## src/rtl/pc_sequencer_if.sv

```systemverilog
// Instruction-memory request/grant/return bus between pc_sequencer (master) and imem (slave).
interface pc_sequencer_if;
  logic        imem_req_o;
  logic [31:0] imem_addr_o;
  logic        imem_gnt_i;
  logic        imem_rvalid_i;
  logic [31:0] imem_rdata_i;

  modport master (
    output imem_req_o,
    output imem_addr_o,
    input  imem_gnt_i,
    input  imem_rvalid_i,
    input  imem_rdata_i
  );

  modport slave (
    input  imem_req_o,
    input  imem_addr_o,
    output imem_gnt_i,
    output imem_rvalid_i,
    output imem_rdata_i
  );
endinterface

```

## src/rtl/pc_sequencer.sv

```systemverilog
// Fetch-stage PC sequencer: FETCH/WAIT/OUT imem handshake with delay-slot redirects.
// Build macro PC_ALIGN_CHECK_EN: word-aligns redirect targets and pulses exc_adel_o on misalignment.
module pc_sequencer (
  input  logic           clk,
  input  logic           reset,
  input  logic           stall_i,
  input  logic           br_valid_i,
  input  logic [31:0]    br_target_i,
  pc_sequencer_if.master imem,
  output logic           if_valid_o,
  output logic [31:0]    if_instr_o,
  output logic [31:0]    if_pc_o,
  output logic           exc_adel_o
);

  localparam logic [31:0] RESET_PC = 32'h0000_3000;

  typedef enum logic [1:0] {
    FETCH = 2'd0,
    WAIT  = 2'd1,
    OUT   = 2'd2
  } state_e;

  state_e      state_q, state_d;
  logic [31:0] pc_q;
  logic        pend_valid_q;
  logic [31:0] pend_target_q;
  logic        capture;
  logic        consume;
  logic        redirect;
  logic [31:0] raw_target;
  logic [31:0] redirect_pc;
  logic [31:0] next_pc;

  // NOTE: sequential state uses <= so every flop samples pre-edge values regardless of statement order.
  always_ff @(posedge clk or posedge reset) begin
    if (reset) state_q <= FETCH;
    else       state_q <= state_d;
  end

  // NOTE: every signal written here gets a default first, so no path through the case can infer a latch.
  always_comb begin
    state_d         = state_q;
    imem.imem_req_o = 1'b0;
    capture         = 1'b0;
    consume         = 1'b0;
    case (state_q)
      FETCH: begin
        imem.imem_req_o = 1'b1;
        if (imem.imem_gnt_i) state_d = WAIT;
      end
      WAIT: begin
        if (imem.imem_rvalid_i) begin
          capture = 1'b1;
          state_d = OUT;
        end
      end
      OUT: begin
        if (!stall_i) begin
          consume = 1'b1;
          state_d = FETCH;
        end
      end
      default: state_d = FETCH;
    endcase
  end

  // A live pulse beats the remembered one; with neither, fall through sequentially.
  assign redirect   = br_valid_i | pend_valid_q;
  assign raw_target = br_valid_i ? br_target_i : pend_target_q;

`ifdef PC_ALIGN_CHECK_EN
  logic adel_q;

  assign redirect_pc = {raw_target[31:2], 2'b00};

  always_ff @(posedge clk or posedge reset) begin
    if (reset) adel_q <= 1'b0;
    else       adel_q <= consume & redirect & (raw_target[1:0] != 2'b00);
  end

  assign exc_adel_o = adel_q;
`else
  assign redirect_pc = raw_target;
  assign exc_adel_o  = 1'b0;
`endif

  assign next_pc          = redirect ? redirect_pc : pc_q + 32'd4;
  assign imem.imem_addr_o = pc_q;

  // pc only moves on consumption, which keeps the address stable across an ungranted request.
  always_ff @(posedge clk or posedge reset) begin
    if (reset) begin
      pc_q          <= RESET_PC;
      pend_valid_q  <= 1'b0;
      pend_target_q <= 32'h0;
      if_valid_o    <= 1'b0;
      if_instr_o    <= 32'h0;
      if_pc_o       <= 32'h0;
    end else begin
      if (capture) begin
        if_valid_o <= 1'b1;
        if_instr_o <= imem.imem_rdata_i;
        if_pc_o    <= pc_q;
      end
      if (consume) begin
        pc_q         <= next_pc;
        if_valid_o   <= 1'b0;
        pend_valid_q <= 1'b0;
      end else if (br_valid_i) begin
        pend_valid_q  <= 1'b1;
        pend_target_q <= br_target_i;
      end
    end
  end

`ifndef SYNTHESIS
  a_addr_stable: assert property (@(posedge clk) disable iff (reset)
    (imem.imem_req_o && !imem.imem_gnt_i) |=> $stable(imem.imem_addr_o));

  a_out_hold: assert property (@(posedge clk) disable iff (reset)
    (state_q == OUT && stall_i) |=> (if_valid_o && $stable(if_instr_o) && $stable(if_pc_o)));
`endif

endmodule

```

## src/flat_wrapper.sv

```systemverilog
// flat-port wrapper written by rule: the top's interface ports become plain ports
module pc_sequencer_flat 
  (clk, reset, stall_i, br_valid_i, br_target_i, if_valid_o, if_instr_o, if_pc_o, exc_adel_o, imem_imem_req_o, imem_imem_addr_o, imem_imem_gnt_i, imem_imem_rvalid_i, imem_imem_rdata_i);
  pc_sequencer_if imem_i ();
  input  logic clk;
  input  logic reset;
  input  logic stall_i;
  input  logic br_valid_i;
  input  logic [31:0] br_target_i;
  output logic if_valid_o;
  output logic [31:0] if_instr_o;
  output logic [31:0] if_pc_o;
  output logic exc_adel_o;
  output wire logic [$bits(imem_i.imem_req_o)-1:0] imem_imem_req_o;
  output wire logic [$bits(imem_i.imem_addr_o)-1:0] imem_imem_addr_o;
  input wire logic [$bits(imem_i.imem_gnt_i)-1:0] imem_imem_gnt_i;
  input wire logic [$bits(imem_i.imem_rvalid_i)-1:0] imem_imem_rvalid_i;
  input wire logic [$bits(imem_i.imem_rdata_i)-1:0] imem_imem_rdata_i;
  assign imem_imem_req_o = imem_i.imem_req_o;
  assign imem_imem_addr_o = imem_i.imem_addr_o;
  assign imem_i.imem_gnt_i = imem_imem_gnt_i;
  assign imem_i.imem_rvalid_i = imem_imem_rvalid_i;
  assign imem_i.imem_rdata_i = imem_imem_rdata_i;
  pc_sequencer u_core (.clk(clk), .reset(reset), .stall_i(stall_i), .br_valid_i(br_valid_i), .br_target_i(br_target_i), .imem(imem_i), .if_valid_o(if_valid_o), .if_instr_o(if_instr_o), .if_pc_o(if_pc_o), .exc_adel_o(exc_adel_o));
endmodule
```

## config.mk

```make
export PLATFORM = sky130hd
export DESIGN_NAME = pc_sequencer_flat
export DESIGN_NICKNAME = d
export VERILOG_FILES = /design/src/rtl/pc_sequencer_if.sv /design/src/rtl/pc_sequencer.sv /design/src/flat_wrapper.sv
export SDC_FILE = /design/constraint.sdc
export NUM_CORES = 1
export LEC_CHECK = 0
export CORE_UTILIZATION = 30
export CTS_CLUSTER_SIZE = 40
export DETAILED_ROUTE_END_ITERATION = 10
export PLACE_DENSITY = 0.58
export REMOVE_ABC_BUFFERS = 1
export SYNTH_ARGS = -nofsm -noshare
export SYNTH_HDL_FRONTEND = slang
export SYNTH_SLANG_ARGS = --single-unit
```

## constraint.sdc

```tcl
create_clock -name clk -period 4.35 [get_ports clk]
set_input_delay 0.435 -clock clk [delete_from_list [all_inputs] [get_ports clk]]
set_output_delay 0.435 -clock clk [all_outputs]
set_load 0.02 [all_outputs]
```

==> summary.md <==
| Metric | Value |
|---|---|
| Switching Fraction | 36.0% |
| Min Tclk post-route | 2.50 ns |
| Vias per Instance | 5.01 |
| Terminating pin of the worst hold path | u_core.pend_target_q[13] |
| Syn. warnings | 0 |
| Number of global-route vias before repair | 4897 |
| Post-cts hold buffer count | 0 |
| Complex-gate fraction of the synthesized area | 12.4% |
| Number of top-level pins | 169 |
| Biggest fanout along the worst timing path | 33 |
| Reg power frac | 36.3% |
| Worst R2R End | u_core.imem.imem_addr_o[14] |
| Num Clock Sinks | 132 |
| Clock transition at the registers of the reported paths | 0.06 ns |
| Combinational power share | 40.8% |
| Mux share of post-synthesis cell area | 17.5% |
| Number of hold violations in the final report | 0 |
| Critical path data arrival time | 2.81 ns |
| Remaining design rule violation count | 0 |
| Post-synthesis sequential area ratio | 53.3% |
| Half-perimeter wire length after detailed placement | 11.0 mm |
| Number of design-rule violations left by the first detailed-router iteration | 369 |
| Number of antenna violations at the first check in global routing | 0 |
| Setup tns final | 0 ns |
| CTS max path bufs | 2 |
| Pint | 0.00395 W |
| Power density over the cells | 713 nW/um2 |
| Critical path depth in cells | 4 |
| Unrepaired setup endpoints after global routing | no |
| Antenna diodes | 0 |
| Pin count of the biggest net entering global routing | 105 |
| Outcome | complete, no violations |
| Wire length of the first global-routing pass | 26.9 mm |
| Final standard cell utilization of the core | 42.8% |
| Filler Cell Count | 1904 |
| Portion of total power attributed to the clock network | 22.9% |
| Library cell contributing the largest single delay on the critical path | sky130_fd_sc_hd__dfrtp_1 |
| Xor-xnor portion of the synthesized cell area | 0% |
| Number of failing setup endpoints in the final timing report | 0 |
| Number of rows created at floorplan | 52 |
| Count of buffering cells on the critical path with inverters included | 0 |
| Reg2reg path depth | 4 |
| Clock tree from TritonCTS | done |
| Slew at the pin with the worst max-slew slack | 1.02 ns |
| Critical path endpoint category | register |
| Dominant combinational cell family by area after synthesis | multiplexers |
| Initial cell density of the core | 30.6% |
| Cell chain of the critical path | or2_2 -> nor4_2 -> a31oi_1 -> o22a_1 |
| F_max | 400 MHz |
| Data required time at the worst endpoint | 4.65 ns |
| Start of the worst register-to-register path | u_core.pend_valid_q |
| Proportion of layout cells with a drive suffix above 1 | 17.8% |
| Synthesized area divided by synthesized cell count | 11.0 um2 |
| Count of cell types in the netlist | 56 |
| Vertical extent of the die | 146 um |
| Htree depth | 4 |
| Pre-antenna DRT Iters | 5 |
| Worst-case register-to-register setup slack | 1.85 ns |
| Worst-case vdd ir drop | 291 uV |
| Startpoint kind of the worst setup timing path | register |
| Net count of the finished layout | 781 |
| Area enclosed by the die boundary | 21200 um2 |
| Antenna-violating nets left | 0 |
| Tightest hold margin | 0.482 ns |
| Area Overhead vs Synth | 39.6% |
| Number of port buffers | 167 |
| Total congestion overflow | 0 |
| Category of cells accounting for the largest share of critical-path delay | simple AND/OR/NAND/NOR gates |
| Main flop type after synthesis | sky130_fd_sc_hd__dfrtp_1 |
| Peak per-stage delay on the critical path | 0.72 ns |
| Total Wirelength | 16.5 mm |
| Number of setup buffers added after CTS | 0 |
| Via total after detailed routing | 4966 |
| Worst hold path class | register to register |
| Net switching power | 0.00222 W |
| Number of cells upsized or downsized after cts | 0 |
| Register bit count reported by yosys | 132 |
| Max-Slew Margin vs Limit | 32.1% |
| Adder and majority gate portion of the synthesized area | 0.202% |
| Synthesized instance count | 562 |
| Number of synthesized flops with an enable pin | 0 |
| Async set-or-reset flop fraction in the synthesized netlist | 100% |
| Final period util | 57.5% |
| Total count of max-transition violations in the final report | 0 |
| Core region area | 20200 um2 |
| TritonCTS Buffers | 17 |
| Number of max-capacitance violations reported | 0 |
| Global router's overall resource usage | 16.1% |
| Clk_lat worst skew | 0.42 ns |
| Worst Hold Depth | 2 |
| Leak Pwr | 3.52 nW |
| Critical Setup Path Class | register to register |
| Worst setup path startpoint | u_core.pend_valid_q |
| Cell area after synthesis | 6200 um2 |
| Root Buffer Master | sky130_fd_sc_hd__clkbuf_16 |
| Skew final | 0.00770 ns |
| Hold path startpoint | u_core.pend_target_q[13] |
| Post-DR wirelength/cell | 16.6 um |
| Simple logic cell fraction of the synthesized area | 12.8% |
| Die Span X | 146 um |
| Weighted congestion reported at the end of routability-driven placement | 0.761 |
[cells in the mapped netlist, drive strengths merged, types with 2 or more instances]
library cell  number  area, um2
a31oi              5       31.3
dfstp              2       52.6
nand2             30        115
o31a               2       17.5
nor4               8       71.3
a211oi            10       75.1
and3               4       25.0
a22o               3       26.3
o211ai             4       30.0
nor3b              4       35.0
and4               3       26.3
dfrtp            130       3250
inv               11       41.3
a221oi             2       17.5
o22a               5       43.8
o21a               2       15.0
nor3              10       50.1
a22oi              2       15.0
mux2              82        923
o31ai              3       22.5
nand4             12       81.3
a41o               2       20.0
nor2              42        158
o41ai              3       26.3
o21ai             25        125
buf               24        115
nor2b              6       37.5
nand3             23        120
nand3b             3       22.5
a311oi             3       26.3
clkbuf            21       81.3
and2               2       12.5
a21oi             45        225
mux2i             16        160
[final cells by class]
| cell class | count | area [um2] | area share [%] |
|---|---|---|---|
| tap | 270 | 338 | 3.90 |
| sequential | 132 | 3310 | 38.2 |
| clock buffer | 26 | 509 | 5.88 |
| inverter | 11 | 46.3 | 0.535 |
| timing repair buffer | 174 | 1720 | 19.9 |
| clock inverter | 4 | 70.1 | 0.810 |
| multi-input combinational | 374 | 2670 | 30.8 |
[metal layers]
metal / global-route usage (%) / share of wire, %
met4: 5.84 / 1.4
met3: 4.01 / 5.3
met5: 0 / 0
met1: 21.0 / 46
met2: 25.9 / 47
[logic make-up after synthesis]
| kind of cell | Yosys count |
|---|---|
| AOI/OAI and AO/OA | 122 |
| adders and majority gates | 1 |
| buffers and inverters | 56 |
| DFF | 132 |
| muxes | 98 |
| other | 1 |
| and+or+nand+nor | 152 |
[stage by stage]
stage          power (W)  area, um2  cells  setup slack (ns)
2_1_floorplan    0.00350       6000    517             0.392
3_5_place_dp     0.00480       8080    961              1.51
5_1_grt          0.00652       8650    991              1.71
3_3_place_gp     0.00472       8080    961              1.58
6_report         0.00617       8650    991              1.85
4_1_cts          0.00625       8650    991              1.87
[flip-flops by register name, summed over array words and instances, names as in the netlist]
signal and count:
u_core.if_instr_o 32, u_core.if_pc_o 32, u_core.imem.imem_addr_o 32, u_core.pend_target_q 32, u_core.state_q 2, u_core.if_valid_o 1
u_core.pend_valid_q 1
[layout by cell type (no fill, tap or decap), drive strengths merged, types with 4 or more instances in the layout]
cell type      instances
clkdlybuf4s50        166
dfrtp                130
mux2                  82
a21oi                 45
nor2                  42
nand2                 30
clkbuf                26
o21ai                 25
nand3                 23
mux2i                 16
nand4                 12
inv                   11
a211oi                10
nor3                  10
buf                    8
nor4                   8
nor2b                  6
a31oi                  5
o22a                   5
and3                   4
o211ai                 4
nor3b                  4
[power by group through the flow]
stage	clock network, W	logic, W	registers [W]
after detailed placement	0	0.00254	0.00226
after global routing	0.00151	0.00268	0.00233
final	0.00141	0.00252	0.00224
after CTS	0.00146	0.00254	0.00224
after global placement	0	0.00250	0.00222
after floorplan	0	0.000803	0.00269
[tightest hold or removal path, delay by kind of cell (launching register included)]
family / cells / cell delay, ns
AND/OR/NAND/NOR: 1 / 0.05
flip-flops: 1 / 0.34
AO/OA/AOI/OAI: 1 / 0.06
[worst max-delay path by stage]
| stage | end | slack, ns |
|---|---|---|
| final | u_core.imem.imem_addr_o[14] | 1.85 |
| after global routing | u_core.imem.imem_addr_o[23] | 1.71 |
| after CTS | u_core.imem.imem_addr_o[14] | 1.87 |
| after detailed placement | u_core.pend_target_q[22] | 1.51 |
| after global placement | u_core.pend_target_q[27] | 1.58 |
| after floorplan | u_core.if_instr_o[0] | 0.39 |
(Power assumes the default switching activity.)
